**config.mk**
```make
export PLATFORM = sky130hd
export DESIGN_NAME = alu_op_sequencer
export DESIGN_NICKNAME = d
export VERILOG_FILES = /design/src/rtl/alu_pkg.sv /design/src/rtl/alu_op_sequencer.sv
export SDC_FILE = /design/constraint.sdc
export NUM_CORES = 1
export LEC_CHECK = 0
export ABC_AREA = 0
export CAP_MARGIN = 0
export CORE_MARGIN = 2
export CORE_UTILIZATION = 25
export CTS_BUF_LIST = sky130_fd_sc_hd__clkbuf_8
export DETAILED_ROUTE_END_ITERATION = 10
export REMOVE_ABC_BUFFERS = 1
export SYNTH_ARGS = -nofsm -noshare
export SYNTH_HDL_FRONTEND = slang
export SYNTH_SLANG_ARGS = --single-unit
export TNS_END_PERCENT = 100
```
**constraint.sdc**
```tcl
create_clock -name clk -period 1.85 [get_ports clk]
set_input_delay 0.37 -clock clk [delete_from_list [all_inputs] [get_ports clk]]
set_output_delay 0.37 -clock clk [all_outputs]
set_load 0.03 [all_outputs]
```
**src/rtl/alu_pkg.sv**
```systemverilog
// Shared types and defaults for the ALU operation sequencer.
package alu_pkg;

  localparam int ALU_WIDTH = 4;
  localparam int ALU_SEL_W = 2;

  // Sequencer FSM states.
  typedef enum logic [1:0] {
    IDLE  = 2'd0,
    DRIVE = 2'd1,
    RESP  = 2'd2
  } seq_state_t;

  typedef logic [ALU_WIDTH-1:0] operand_t;
  typedef logic [ALU_SEL_W-1:0] sel_t;

endpackage

```
**src/rtl/alu_op_sequencer.sv**
```systemverilog
// Clocked initiator for the combinational ALU: accepts a command, holds
// registered operands for a fixed settle time, captures alu_out and hands the
// result back over a valid/ready channel. The last captured result can be
// reused as operand a (chaining).
module alu_op_sequencer
  import alu_pkg::*;
#(
  parameter int WIDTH         = ALU_WIDTH,
  parameter int SEL_W         = ALU_SEL_W,
  parameter int SETTLE_CYCLES = 1,
  parameter int COUNT_W       = 8
) (
  input  logic               clk,
  input  logic               rst,
  input  logic               cmd_valid,
  output logic               cmd_ready,
  input  logic [WIDTH-1:0]   cmd_a,
  input  logic [WIDTH-1:0]   cmd_b,
  input  logic [SEL_W-1:0]   cmd_sel,
  input  logic               cmd_chain,
  output logic [WIDTH-1:0]   alu_a,
  output logic [WIDTH-1:0]   alu_b,
  output logic [SEL_W-1:0]   alu_sel,
  input  logic [WIDTH-1:0]   alu_out,
  output logic               res_valid,
  input  logic               res_ready,
  output logic [WIDTH-1:0]   res_data,
  output logic               busy,
  output logic [COUNT_W-1:0] op_count
);

  // Settle counter only needs to hold SETTLE_CYCLES-1.
  localparam int CNT_W = (SETTLE_CYCLES > 2) ? $clog2(SETTLE_CYCLES) : 1;
  localparam logic [CNT_W-1:0] SETTLE_LOAD = CNT_W'(SETTLE_CYCLES - 1);

  seq_state_t       state;
  logic [CNT_W-1:0] settle;
  logic [WIDTH-1:0] last_result;
  logic             accept;

  // Command handshake: always open in IDLE, open in RESP only while the
  // current result is being consumed, closed during reset and DRIVE.
  always_comb begin
    cmd_ready = 1'b0;
    if (rst) begin
      cmd_ready = 1'b0;
    end else begin
      case (state)
        IDLE:    cmd_ready = 1'b1;
        RESP:    cmd_ready = res_ready;
        default: cmd_ready = 1'b0;
      endcase
    end
  end

  assign accept = cmd_valid && cmd_ready;
  assign busy   = (state != IDLE);

  // Sequencer FSM with registered ALU drive, result capture and op counter.
  always_ff @(posedge clk or posedge rst) begin
    if (rst) begin
      state       <= IDLE;
      settle      <= '0;
      alu_a       <= '0;
      alu_b       <= '0;
      alu_sel     <= '0;
      res_data    <= '0;
      last_result <= '0;
      res_valid   <= 1'b0;
      op_count    <= '0;
    end else begin
      case (state)
        IDLE: begin
          if (accept) begin
            alu_a   <= cmd_chain ? last_result : cmd_a;
            alu_b   <= cmd_b;
            alu_sel <= cmd_sel;
            settle  <= SETTLE_LOAD;
            state   <= DRIVE;
          end
        end
        DRIVE: begin
          if (settle == '0) begin
            res_data    <= alu_out;
            last_result <= alu_out;
            res_valid   <= 1'b1;
            state       <= RESP;
          end else begin
            settle <= settle - CNT_W'(1);
          end
        end
        RESP: begin
          if (res_ready) begin
            op_count  <= op_count + COUNT_W'(1);
            res_valid <= 1'b0;
            if (cmd_valid) begin
              // last_result already equals the result being handed off.
              alu_a   <= cmd_chain ? last_result : cmd_a;
              alu_b   <= cmd_b;
              alu_sel <= cmd_sel;
              settle  <= SETTLE_LOAD;
              state   <= DRIVE;
            end else begin
              state <= IDLE;
            end
          end
        end
        default: begin
          state     <= IDLE;
          res_valid <= 1'b0;
        end
      endcase
    end
  end

endmodule

```
# Word level (Yosys, flattened, before mapping)

Cells that the tools add are included.

Register bits after elaboration: 26
Latch bits: 0
Bits in writable memories: 0
Memory bits (read-only): 0
Output and inout bits: 25
Memories: 0

Add/sub/neg operators: 2
Multipliers: 0
Divide/modulo/power cells: 0
Magnitude comparators: 0
Equal/unequal tests: 6
Shifts and indexed selects: 0
Muxes and demuxes: 28
Bitwise operators: 2
Reductions and logical operators: 11

Operators by type and width:

| cell                                                            | count |
|---|---|
| 4-bit two-way mux                                               | 7 |
| 4-bit case mux with 2 select lines                              | 2 |
| 2-bit two-way mux                                               | 6 |
| 8-bit by 1-bit adder with 8-bit output, second input constant   | 1 |
| 1-bit two-way mux                                               | 8 |
| 2-bit inequality test, second input constant                    | 4 |
| 4-bit AND reduction                                             | 2 |
| 1-bit case mux with 3 select lines                              | 2 |
| 2-bit case mux with 3 select lines                              | 1 |
| 3-bit AND reduction                                             | 2 |
| 2-bit case mux with 2 select lines                              | 1 |
| 2-bit AND reduction                                             | 2 |
| 2-bit nonzero test                                              | 2 |
| 3-bit nonzero test                                              | 1 |
| 2-bit by 1-bit == test with 1-bit output, second input constant | 1 |
| 2-bit == test, second input constant                            | 1 |
| 2-bit zero test                                                 | 1 |
| 1-bit NOT                                                       | 2 |
| 1-bit case mux with 2 select lines                              | 1 |
| 1-bit logical AND                                               | 1 |
| 1-bit subtractor, second input constant                         | 1 |

# Longest topological paths before layout

Gate-level depths: netlist (run 1).

Word-level depth: 6
Gate-level depth with buffers: 4
Mapped depth without buffers: 4

# Least setup slack after synthesis (run 1)

OpenSTA, ideal clock, no wires.

Kind: reg-to-output
Start: reg state[1]
End: out cmd_ready
Arrival: 1213 ps
Required time: 1480 ps
Path slack: 267 ps
Stages on the path, launching flop included: 3
Buffers on the path: 0
Path through: dfrtp_1 nor2b_4 nor3_1

Word-level cells in the longest chain between the ends: 3

Ends and longest elaborated chain:

| what                                             | RTL line               | text |
|---|---|---|
| start, declared                                  | alu_op_sequencer.sv:36 | `seq_state_t state;` |
| start signal, assigned                           | alu_op_sequencer.sv:62 | `state <= IDLE;` |
| start signal, assigned                           | alu_op_sequencer.sv:79 | `state <= DRIVE;` |
| start signal, assigned                           | alu_op_sequencer.sv:87 | `state <= RESP;` |
| 2-bit == test or 2-bit zero test (tied branches) | alu_op_sequencer.sv:48 | `case (state)` |
| 1-bit case mux with 2 select lines (*)           | alu_op_sequencer.sv:48 |  |
| 1-bit two-way mux (*)                            | alu_op_sequencer.sv:45 | `if (rst) begin` |
| end, declared                                    | alu_op_sequencer.sv:16 | `output logic cmd_ready,` |

Every way passes the cells marked *; elsewhere a longest branch is shown, timed or not.

# Final worst setup path (run 1)

Start: reg op_count[2]
End: out op_count[2]

RTL lines:

| what                   | RTL line               | text |
|---|---|---|
| start, declared        | alu_op_sequencer.sv:29 | `output logic [COUNT_W-1:0] op_count` |
| start signal, assigned | alu_op_sequencer.sv:94 | `op_count <= op_count + COUNT_W'(1);` |

No word-level cell between the ends.

==> flow_metrics.tcl, run 1 <==
set metrics [dict create \
    cts.sinks 25 \
    p_leak_nw 0.715 \
    p_comb_share_pct 50.8 \
    cts_tree "done" \
    fin_skew_ns 0.00171 \
    worstPathRequired_ns 1.48 \
    min_period_ns 1.80 \
    setup_violations 0 \
    synthTopCellsByCount "25 x dfrtp_1, 10 x mux2_1, 9 x mux2_2" \
    core-area_sq_mm 0.00409 \
    fmax_mhz 556 \
    path_clk_slew_ns 0.09 \
    antenna_found_initial 0 \
    p_switching_mw 1.03 \
    synth_flop_cell "dfrtp_1" \
    synth_top_area_cell "dfrtp_1" \
    grt_first_pass_wirelength_um 4020 \
    synth-edff-count 0 \
    synth.yosys.seq_area_share_pct 57.7 \
    drive_above_1_share_pct 19.4 \
    path_buf_inv 1 \
    gp_congestion 0.770 \
    path_delay_family "buffers and inverters" \
    yosysUniqueCellTypes 23 \
    drc 0 \
    hold_viol_final 0 \
    initial_core_util_pct 26.5 \
    drv_slew 0 \
    cts_buffer_depth 2 \
    path_cells "clkdlybuf4s50_1" \
    cts_inserted_buffers 3 \
    ir_worst_vdd_v 0.000799 \
    grt_pass1_vias 867 \
    hp-class "in -> async" \
    numPlacedInstances 175 \
    area_delta_synth_final_pct 55.4 \
    synthCells 77 \
    routed_wl_um 2330 \
    clockRootBuffer "clkbuf_8" \
    p_seq_share_pct 36.2 \
    final_nets 150 \
    crit_path_end_kind "output pin" \
    worst-setup-path-type "reg -> out" \
    vias 780 \
    maxCapViolations 0 \
    yosysMostFrequentCell "dfrtp_1" \
    drt_first_pass_iters 2 \
    syn-cell-area_sq_mm 0.00108 \
    yosys_warnings 0 \
    dieWidth_um 69.9 \
    postRouteAntennaNets 0 \
    fin_util_pct 41.2 \
    syn-mean-instance-area_sq_um 14.1 \
    power_mw 2.55 \
    async_reset_ff_share_pct 100 \
    yosys-top-cells-area "dfrtp_1 58%, mux2_1 10%, mux2_2 9.3%" \
    worstPathArrival_ns 1.43 \
    internal_power_mw 1.52 \
    status "finished, final reports clean" \
    cts-htree-levels 1 \
    power.share.clock_pct 13.0 \
    rows 23 \
    cp_max_fo 6 \
    yosys.area.top_type_share_pct 57.7 \
    place_hpwl_um 1800 \
    io_pins 44 \
    diodes 0 \
    switching_share_pct 40.3 \
    instances_no_fill 179 \
    grt_max_degree 22 \
    io_buffers 43 \
    ys_ff_latch 25 \
    start_kind "flip-flop" \
    relSlewSlack_pct 72.2 \
    slowest_stage "clkdlybuf4s50_1" \
    track_usage_pct 10.2 \
    worstMarginPinSlew_ns 0.415 \
    rsz0062_at_grt "no" \
    cts_hold_repair.buffers 0 \
    routed_via_density 4.36 \
    min_period_over_period_pct 97.3 \
    p_per_area_mw_per_mm2 1510 \
    slowest_delay_ns 0.71 \
    insertion_delay_ns 0.27 \
    die_h_um 69.9 \
    overflow 0 \
    wire_per_inst_um 13.0 \
    first_iter_violations 17 \
    die_area_sq_mm 0.00488 \
]
## per-stage QoR
| step | setup TNS, ns | hold WS (ns) | instance area, sq um | worst slack (ns) |
|---|---|---|---|---|
| 2_1_floorplan | 0 | 0.397 | 1080 | 0.265 |
| 3_3_place_gp | -0.314 | 0.470 | 1640 | -0.0329 |
| 3_5_place_dp | -0.566 | 0.463 | 1640 | -0.0660 |
| 4_1_cts | 0 | 0.375 | 1690 | 0.0431 |
| 5_1_grt | 0 | 0.382 | 1690 | 0.00714 |
| 6_report | 0 | 0.370 | 1690 | 0.0507 |
## repair_timing
action	4_1_cts	5_1_grt
setup buffers	0	0
setup endpoints to repair	1	0
gates resized for setup	1	0
## power by group through the flow
| stage | Sequential, mW | Clock [mW] | Combinational (mW) |
|---|---|---|---|
| floorplan | 1.32 | 0 | 0.317 |
| global placement | 0.931 | 0 | 1.29 |
| detailed placement | 0.932 | 0 | 1.32 |
| CTS | 0.933 | 0.338 | 1.31 |
| global route | 0.963 | 0.373 | 1.37 |
| finish | 0.925 | 0.332 | 1.30 |
## worst paths after layout
kind	startpoint	endpoint	slack [ns]	depth (start not counted)
setup / recovery	op_count[2]$_DFFE_PP0P_	op_count[2]	0.05	1
hold / removal	rst	last_result[2]$_DFFE_PP0P_	0.37	2
setup reg to reg	state[1]$_DFFE_PP0P_	alu_a[3]$_DFFE_PP0P_	0.26	5
hold reg to reg	op_count[7]$_DFFE_PP0P_	op_count[7]$_DFFE_PP0P_	0.48	1
max in group asynchronous	rst	op_count[6]$_DFFE_PP0P_	1.10	3
min in group clk	op_count[7]$_DFFE_PP0P_	op_count[7]$_DFFE_PP0P_	0.48	1
## state kept, by name (all words and copies together) (netlist names)
signal,count
res_valid,1
state,2
alu_b,4
alu_a,4
last_result,4
alu_sel,2
op_count,8
## area by class of cell
type	count	area [sq um]
inverters	3	11.3
well taps	50	62.6
clock buffers	3	41.3
flip-flops and latches	25	626
multi-input cells	48	440
clock inverters	1	7.51
fillers	389	2400
repair buffers	49	497
## placed cells by master, fill, tap and decap left out, types with 3 or more instances in the layout
cell             netlist  final
dfrtp_1               25     25
clkbuf_8               0      3
buf_4                  1      5
xor2_1                 4      4
xnor2_1                3      3
mux2_2                 9      9
inv_1                  3      3
mux2_1                10     10
nor3_1                 3      3
clkdlybuf4s50_1        0     41
## cell families after synthesis
family	share of synthesized area [%]
adder cells (fa/ha/maj)	1.15
AND/OR/NAND/NOR	12.9
XOR/XNOR	5.65
buffers and inverters	1.73
AO/OA/AOI/OAI	1.15
multiplexers	19.7
flip-flops	57.7
## metal layers
| layer | GRT usage [%] | up-vias | wire length (um) |
|---|---|---|---|
| met1 | 12.8 | 378 | 1070 |
| met4 | 2.56 | 0 | 0 |
| met2 | 17.4 | 31 | 1100 |
| li1 | - | 371 | - |
| met5 | 0 | - | 0 |
| met3 | 2.74 | 0 | 165 |
(Power assumes the default switching activity.)
==> run 2, diff against run 1 <==
- SLEW_MARGIN: not set -> 20
==> results of run 2 <==
No change in the layout: final DEF, timing and power equal those of run 1.
